[config.mk]
export PLATFORM = sky130hd
export DESIGN_NAME = input_conditioner
export DESIGN_NICKNAME = d
export VERILOG_FILES = /design/src/rtl/board_pkg.sv /design/src/rtl/debounce_cell.sv /design/src/rtl/input_conditioner.sv
export SDC_FILE = /design/constraint.sdc
export NUM_CORES = 1
export LEC_CHECK = 0
export BUFFER_PORTS_ARGS = -buffer_cell sky130_fd_sc_hd__buf_2
export CAP_MARGIN = 20
export CORE_MARGIN = 3
export CORE_UTILIZATION = 35
export CTS_CLUSTER_SIZE = 25
export DETAILED_ROUTE_END_ITERATION = 10
export GPL_ROUTABILITY_DRIVEN = 0
export SLEW_MARGIN = 20
export SYNTH_ARGS = -nofsm -noshare
export SYNTH_HDL_FRONTEND = slang
export SYNTH_HIERARCHICAL = 1
export SYNTH_SLANG_ARGS = --single-unit
[constraint.sdc]
create_clock -name CLOCK_50 -period 3.9 [get_ports CLOCK_50]
set_input_delay 0.78 -clock CLOCK_50 [delete_from_list [all_inputs] [get_ports CLOCK_50]]
set_output_delay 0.78 -clock CLOCK_50 [all_outputs]
set_load 0.02 [all_outputs]
[src/rtl/board_pkg.sv]
// Board-wide constants shared by the KEY/SW front-end and the timer datapath:
// clock rate, default debounce/repeat timings and the auto-repeat state encoding.
package board_pkg;

    localparam int CLK_HZ = 50_000_000;

    function automatic int ms_to_cyc(input int ms);
        return (CLK_HZ / 1000) * ms;
    endfunction

    function automatic int max_int(input int a, input int b);
        return (a > b) ? a : b;
    endfunction

    localparam int DEBOUNCE_20MS = ms_to_cyc(20);
    localparam int REPEAT_500MS  = ms_to_cyc(500);
    localparam int REPEAT_100MS  = ms_to_cyc(100);

    typedef enum logic [1:0] {
        IDLE   = 2'd0,
        DELAY  = 2'd1,
        REPEAT = 2'd2
    } rpt_state_e;

endpackage

[src/rtl/debounce_cell.sv]
// One input bit: 2-FF synchroniser, stability counter, debounced level and
// registered rise/fall pulses that trail the level edge by one cycle.
module debounce_cell
    import board_pkg::*;
#(
    parameter logic INIT         = 1'b0,
    parameter int   DEBOUNCE_CYC = DEBOUNCE_20MS
) (
    input  logic CLOCK_50,
    input  logic reset,
    input  logic raw,
    output logic level,
    output logic rise,
    output logic fall
);

    localparam int               CNT_W    = $clog2(DEBOUNCE_CYC + 1);
    localparam logic [CNT_W-1:0] CNT_LAST = CNT_W'(DEBOUNCE_CYC - 1);

    logic             sync1_reg;
    logic             sync2_reg;
    logic             level_reg;
    logic             level_next;
    logic             level_d_reg;
    logic             rise_reg;
    logic             fall_reg;
    logic [CNT_W-1:0] cnt_reg;
    logic [CNT_W-1:0] cnt_next;

    // The counter only advances while the synchronised input disagrees with the
    // accepted level; any agreement throws the partial count away.
    always_comb begin
        level_next = level_reg;
        cnt_next   = '0;
        if (sync2_reg != level_reg) begin
            if (cnt_reg == CNT_LAST)
                level_next = sync2_reg;
            else if (cnt_reg != '1)
                cnt_next = cnt_reg + 1'b1;
            else
                cnt_next = cnt_reg;
        end
    end

    always_ff @(posedge CLOCK_50 or posedge reset) begin
        if (reset) begin
            sync1_reg   <= INIT;
            sync2_reg   <= INIT;
            level_reg   <= INIT;
            level_d_reg <= INIT;
            cnt_reg     <= '0;
            rise_reg    <= 1'b0;
            fall_reg    <= 1'b0;
        end else begin
            sync1_reg   <= raw;
            sync2_reg   <= sync1_reg;
            level_reg   <= level_next;
            level_d_reg <= level_reg;
            cnt_reg     <= cnt_next;
            rise_reg    <= level_reg & ~level_d_reg;
            fall_reg    <= ~level_reg & level_d_reg;
        end
    end

    assign level = level_reg;
    assign rise  = rise_reg;
    assign fall  = fall_reg;

endmodule

[src/rtl/input_conditioner.sv]
// KEY/SW front-end: debounced levels, press/release/change pulses and a
// per-key auto-repeat engine feeding hold-to-step timer setting.
module input_conditioner
    import board_pkg::*;
#(
    parameter int N_KEYS        = 4,
    parameter int N_SW          = 10,
    parameter int DEBOUNCE_CYC  = DEBOUNCE_20MS,
    parameter int REPEAT_DELAY  = REPEAT_500MS,
    parameter int REPEAT_PERIOD = REPEAT_100MS
) (
    input  logic              CLOCK_50,
    input  logic              reset,
    input  logic [N_KEYS-1:0] key_n,
    input  logic [N_SW-1:0]   sw_raw,
    input  logic [N_KEYS-1:0] repeat_en,
    output logic [N_KEYS-1:0] key_level,
    output logic [N_KEYS-1:0] key_press,
    output logic [N_KEYS-1:0] key_release,
    output logic [N_SW-1:0]   sw_level,
    output logic [N_SW-1:0]   sw_change
);

    localparam int               RPT_W       = $clog2(max_int(REPEAT_DELAY, REPEAT_PERIOD) + 1);
    localparam logic [RPT_W-1:0] DELAY_LAST  = RPT_W'(REPEAT_DELAY - 1);
    localparam logic [RPT_W-1:0] PERIOD_LAST = RPT_W'(REPEAT_PERIOD - 1);

    // Key cells run in pin polarity (1 = released), so a raw-level fall is a press.
    logic [N_KEYS-1:0] key_pin_level;
    logic [N_KEYS-1:0] press_pulse;
    logic [N_SW-1:0]   sw_rise;
    logic [N_SW-1:0]   sw_fall;

    assign key_level = ~key_pin_level;
    assign sw_change = sw_rise | sw_fall;

    genvar gi;
    generate
        for (gi = 0; gi < N_SW; gi++) begin : g_sw
            debounce_cell #(
                .INIT         (1'b0),
                .DEBOUNCE_CYC (DEBOUNCE_CYC)
            ) u_cell (
                .CLOCK_50 (CLOCK_50),
                .reset    (reset),
                .raw      (sw_raw[gi]),
                .level    (sw_level[gi]),
                .rise     (sw_rise[gi]),
                .fall     (sw_fall[gi])
            );
        end

        for (gi = 0; gi < N_KEYS; gi++) begin : g_key
            rpt_state_e       state_reg;
            rpt_state_e       state_next;
            logic [RPT_W-1:0] cnt_reg;
            logic [RPT_W-1:0] cnt_next;
            logic             rpt_pulse_reg;
            logic             rpt_pulse_next;
            logic             prev_level_reg;
            logic             press_det;
            logic             abort;

            debounce_cell #(
                .INIT         (1'b1),
                .DEBOUNCE_CYC (DEBOUNCE_CYC)
            ) u_cell (
                .CLOCK_50 (CLOCK_50),
                .reset    (reset),
                .raw      (key_n[gi]),
                .level    (key_pin_level[gi]),
                .rise     (key_release[gi]),
                .fall     (press_pulse[gi])
            );

            // Fires in the same cycle the press pulse register is being loaded,
            // so the DELAY count starts aligned with the press pulse.
            assign press_det = key_level[gi] & ~prev_level_reg;
            assign abort     = ~key_level[gi] | ~repeat_en[gi];

            always_comb begin
                state_next     = state_reg;
                cnt_next       = cnt_reg;
                rpt_pulse_next = 1'b0;
                case (state_reg)
                    IDLE: begin
                        cnt_next = '0;
                        if (press_det && repeat_en[gi])
                            state_next = DELAY;
                    end
                    DELAY: begin
                        if (abort) begin
                            state_next = IDLE;
                            cnt_next   = '0;
                        end else if (cnt_reg == DELAY_LAST) begin
                            rpt_pulse_next = 1'b1;
                            cnt_next       = '0;
                            state_next     = REPEAT;
                        end else begin
                            cnt_next = (cnt_reg == '1) ? cnt_reg : cnt_reg + 1'b1;
                        end
                    end
                    REPEAT: begin
                        if (abort) begin
                            state_next = IDLE;
                            cnt_next   = '0;
                        end else if (cnt_reg == PERIOD_LAST) begin
                            rpt_pulse_next = 1'b1;
                            cnt_next       = '0;
                        end else begin
                            cnt_next = (cnt_reg == '1) ? cnt_reg : cnt_reg + 1'b1;
                        end
                    end
                    default: begin
                        state_next = IDLE;
                        cnt_next   = '0;
                    end
                endcase
            end

            always_ff @(posedge CLOCK_50 or posedge reset) begin
                if (reset) begin
                    state_reg      <= IDLE;
                    cnt_reg        <= '0;
                    rpt_pulse_reg  <= 1'b0;
                    prev_level_reg <= 1'b0;
                end else begin
                    state_reg      <= state_next;
                    cnt_reg        <= cnt_next;
                    rpt_pulse_reg  <= rpt_pulse_next;
                    prev_level_reg <= key_level[gi];
                end
            end

            assign key_press[gi] = press_pulse[gi] | rpt_pulse_reg;
        end
    endgenerate

endmodule

==> results.md <==
* Status: finished, final reports clean
* Largest stage delay on the critical path at 0.62 ns
* Critical path buffers and inverters at 0
* Die H at roughly 280 um
* Max Cap Viol at 0
* Worst Hold Class: in2reg
* Synth area leader: dfrtp_1
* Post-synthesis cell type count at 58
* Tightest Pin Transition at 1.004 ns
* Crit path required time at 4.36 ns
* Routed len/inst at around 15 um
* R2R cell count at 6
* Syn avg cell area at between 9 and 10 um2
* Initial antenna violation count at 2
* Util after Layout at 39.75%
* Vias in the first global route at 20435
* R2r endpoint: g_key[2].cnt_reg[2]$_DFF_PP0_
* Max clock buf depth at 3
* Port Buffers at 51
* Critical path's slowest cell: or4_4
* Global-route wire length before repair at 101600 um
* Warnings from Yosys at 6
* Hpwl dp at 38140 um
* Cell row count at 100
* VDD IR max at ~0.00031 V
* Via count at 21351
* P&R area growth vs syn at 11.95%
* Cell Int Power at 8.820 mW
* FF-to-FF setup slack at 1.43 ns
* Clk_skew at roughly 0.010 ns
* Worst skew pair latency at 0.60 ns
* Critical path capture point type: flop
* CP delay by family, top: simple AND/OR/NAND/NOR gates
* Worst endpoint data arrival time at roughly 3 ns
* Drt pass-1 iters at 5
* Cell Area, Placed at 0.02763 mm2
* Final Non-Filler Cells at 3811
* Final min period at 2.466 ns
* Tcrit/Tclk final at 63.24%
* Register area share after synthesis at 45.29%
* Max-slew headroom at 32.52%
* Highest clock rate at 0.4055 GHz
* Postcts setup bufs at 0
* Comb pwr share at 5.3%
* Post-CTS sizing at 0
* Switching Share at 22.87%
* DRC viols at 0
* CTS Hold Bufs at 0
* Drt via density at about 5.6
* Initial Util at between 30% and 40%
* Diode count at 0
* Most used DFF post-synth: dfrtp_1
* CTS tree: yes
* Fin worst setup slack at between 1 and 1.5 ns
* Pwr Density at between 300 and 400 mW/mm2
* Placed Cells at about 3700
* Routed Antenna Nets at 0
* Final TNS setup at 0 ns
* Worst min-delay path startpoint: key_n[1]
* NetSw at 2.615 mW
* CTS Buf Count at between 50 and 60
* Leak at 11.12 nW
* Mapped Cells at 2774
* All-layer global routing usage at 14.77%
* Register clock-pin slew on the reported worst setup and hold paths at 0.06 ns
* Sink Count at 480
* RR Startpoint: g_key[2].cnt_reg[0]$_DFF_PP0_
* Hold Path End: g_key[1].u_cell/sync1_reg$_DFF_PP1_
* Final instance area at between 0.02 and 0.03 mm2
* FILL cells at around 7300
* DP Worst Slack at ~1.4 ns
* Io pins at 52
* Grt total ovfl at 0
* Mapped cell area at 0.02657 mm2
* Detailed Route WL at 58450 um
* Number of synthesized flops with an enable pin at 0
* Hold slack at about 0.28 ns
* FF+latch count, synth at 480
* Clk Tree Root Cell: clkbuf_16
* Post-layout total power at approximately 11 mW
* Post-synthesis net count at 2824
* Core ar. at 0.07482 mm2
* Layout Nets at ~2800
* # setup viols final at 0
* Yosys top cell area share at 43.71%
* Clock power frac at 49.6%
* Final Hold Fails at 0
* Fraction of registers with async set/reset at 100.0%
* Worst path cell trace: ha_1 -> nand3_1 -> or4_4 -> o31ai_1 -> a21o_2 -> nor3_1
* Hold Path Stages at 1
* Top post-synthesis cells by area: dfrtp_1, a21oi_1, o31ai_1
* Pin count of the biggest net entering global routing at 73
* Die area at between 0.07 and 0.08 mm2
* Share of layout cells above drive strength 1 at around a tenth
* Htree depth at 2
* Die width at 281.5 um
* Iter 0 DRT Violations at 1557
* Critical path fanouts, max at 25
* Max reg flops at 200
* Final Slew Violations at 0
* CP Launch Type: flop
* RSZ-0062 raised after global routing: false
* Seq pwr share at 45.1%
* Critical path class: reg2reg
## Yosys cell counts, types with 27 or more instances
cell type / number
or4b_1: 28
nand2_1: 211
clkbuf_1: 67
a21oi_1: 217
a2111oi_0: 36
nor2b_1: 33
or4_1: 66
ha_1: 30
nor4_1: 28
nor2_1: 199
a31oi_1: 33
and3_1: 27
xnor2_1: 47
nand3_1: 136
nand4_1: 104
or3_1: 54
xor2_1: 53
a211oi_1: 34
and4_1: 52
a2111o_1: 42
or2_2: 31
mux2i_1: 57
and4_2: 28
inv_1: 74
o31ai_1: 108
nor3_1: 86
dfrtp_1: 464
o21ai_0: 132
## final cells by class
type	count	area, um2	area share [%]
clock buffer	80	1633	5.490
clock inverter	23	374.1	1.258
inverter	74	280.3	0.9424
multi-input combinational	2110	13700	46.06
sequential	480	12030	40.45
tap	969	1212	4.077
timing repair buffer	75	510.5	1.716
## layout by cell type, fill, tap and decap left out, types with 30 or more instances in the layout
cell / Yosys / final
dfrtp_1: 464 / 464
a21oi_1: 217 / 217
nand2_1: 211 / 211
nor2_1: 199 / 199
nand3_1: 136 / 136
o21ai_0: 132 / 132
o31ai_1: 108 / 108
nand4_1: 104 / 104
nor3_1: 86 / 85
or4_1: 66 / 66
inv_1: 74 / 59
mux2i_1: 57 / 57
clkbuf_16: 0 / 57
or3_1: 54 / 54
xor2_1: 53 / 53
and4_1: 52 / 52
buf_2: 26 / 51
xnor2_1: 47 / 47
a2111o_1: 42 / 42
a2111oi_0: 36 / 36
a211oi_1: 34 / 34
nor2b_1: 33 / 33
a31oi_1: 33 / 33
or2_2: 31 / 31
ha_1: 30 / 30
## routing by layer
layer	vias up	GRT usage [%]	share of wire (%)	wire [um]
li1	10627	-	-	-
met1	10400	20.91	50	29000
met2	248	23.66	45	26330
met3	74	2.468	3.5	2071
met4	2	3.558	1.8	1034
met5	-	0	0.021	12
## kinds of logic (layout without fill, tap and decap cells)
kind of cell / count (synthesis) / in the layout / share of synthesized area, %
xor gates and xnor gates: 100 / 100 / 3.297
muxes: 75 / 75 / 2.911
DFF: 480 / 480 / 45.29
AOI/OAI and AO/OA: 698 / 698 / 17.58
and+or+nand+nor: 1207 / 1207 / 26.33
adders and majority gates: 30 / 30 / 1.413
buffers and inverters: 184 / 252 / 3.188
## worst max-delay path by stage
| stage | to | cells after the start | from | slack (ns) |
|---|---|---|---|---|
| after detailed placement | g_key[2].cnt_reg[2]$_DFF_PP0_ | 6 | g_key[2].cnt_reg[0]$_DFF_PP0_ | 1.42 |
| after CTS | g_key[2].cnt_reg[2]$_DFF_PP0_ | 6 | g_key[2].cnt_reg[0]$_DFF_PP0_ | 1.41 |
| after global placement | g_key[2].cnt_reg[2]$_DFF_PP0_ | 6 | g_key[2].cnt_reg[0]$_DFF_PP0_ | 1.47 |
| final | g_key[2].cnt_reg[2]$_DFF_PP0_ | 6 | g_key[2].cnt_reg[0]$_DFF_PP0_ | 1.43 |
| after floorplan | g_key[0].cnt_reg[0]$_DFF_PP0_ | 1 | reset | 0.05 |
| after global routing | g_key[2].cnt_reg[2]$_DFF_PP0_ | 6 | g_key[2].cnt_reg[0]$_DFF_PP0_ | 1.17 |
## power groups by stage
stage | Sequential, mW | Combinational, mW | Clock [mW]
global route | 5.17 | 0.713 | 6.12
global placement | 5.24 | 0.602 | 0
CTS | 5.16 | 0.613 | 5.93
floorplan | 5.23 | 0.491 | 0
finish | 5.16 | 0.607 | 5.67
detailed placement | 5.25 | 0.611 | 0
No activity file was read; power rests on OpenSTA's default activity.
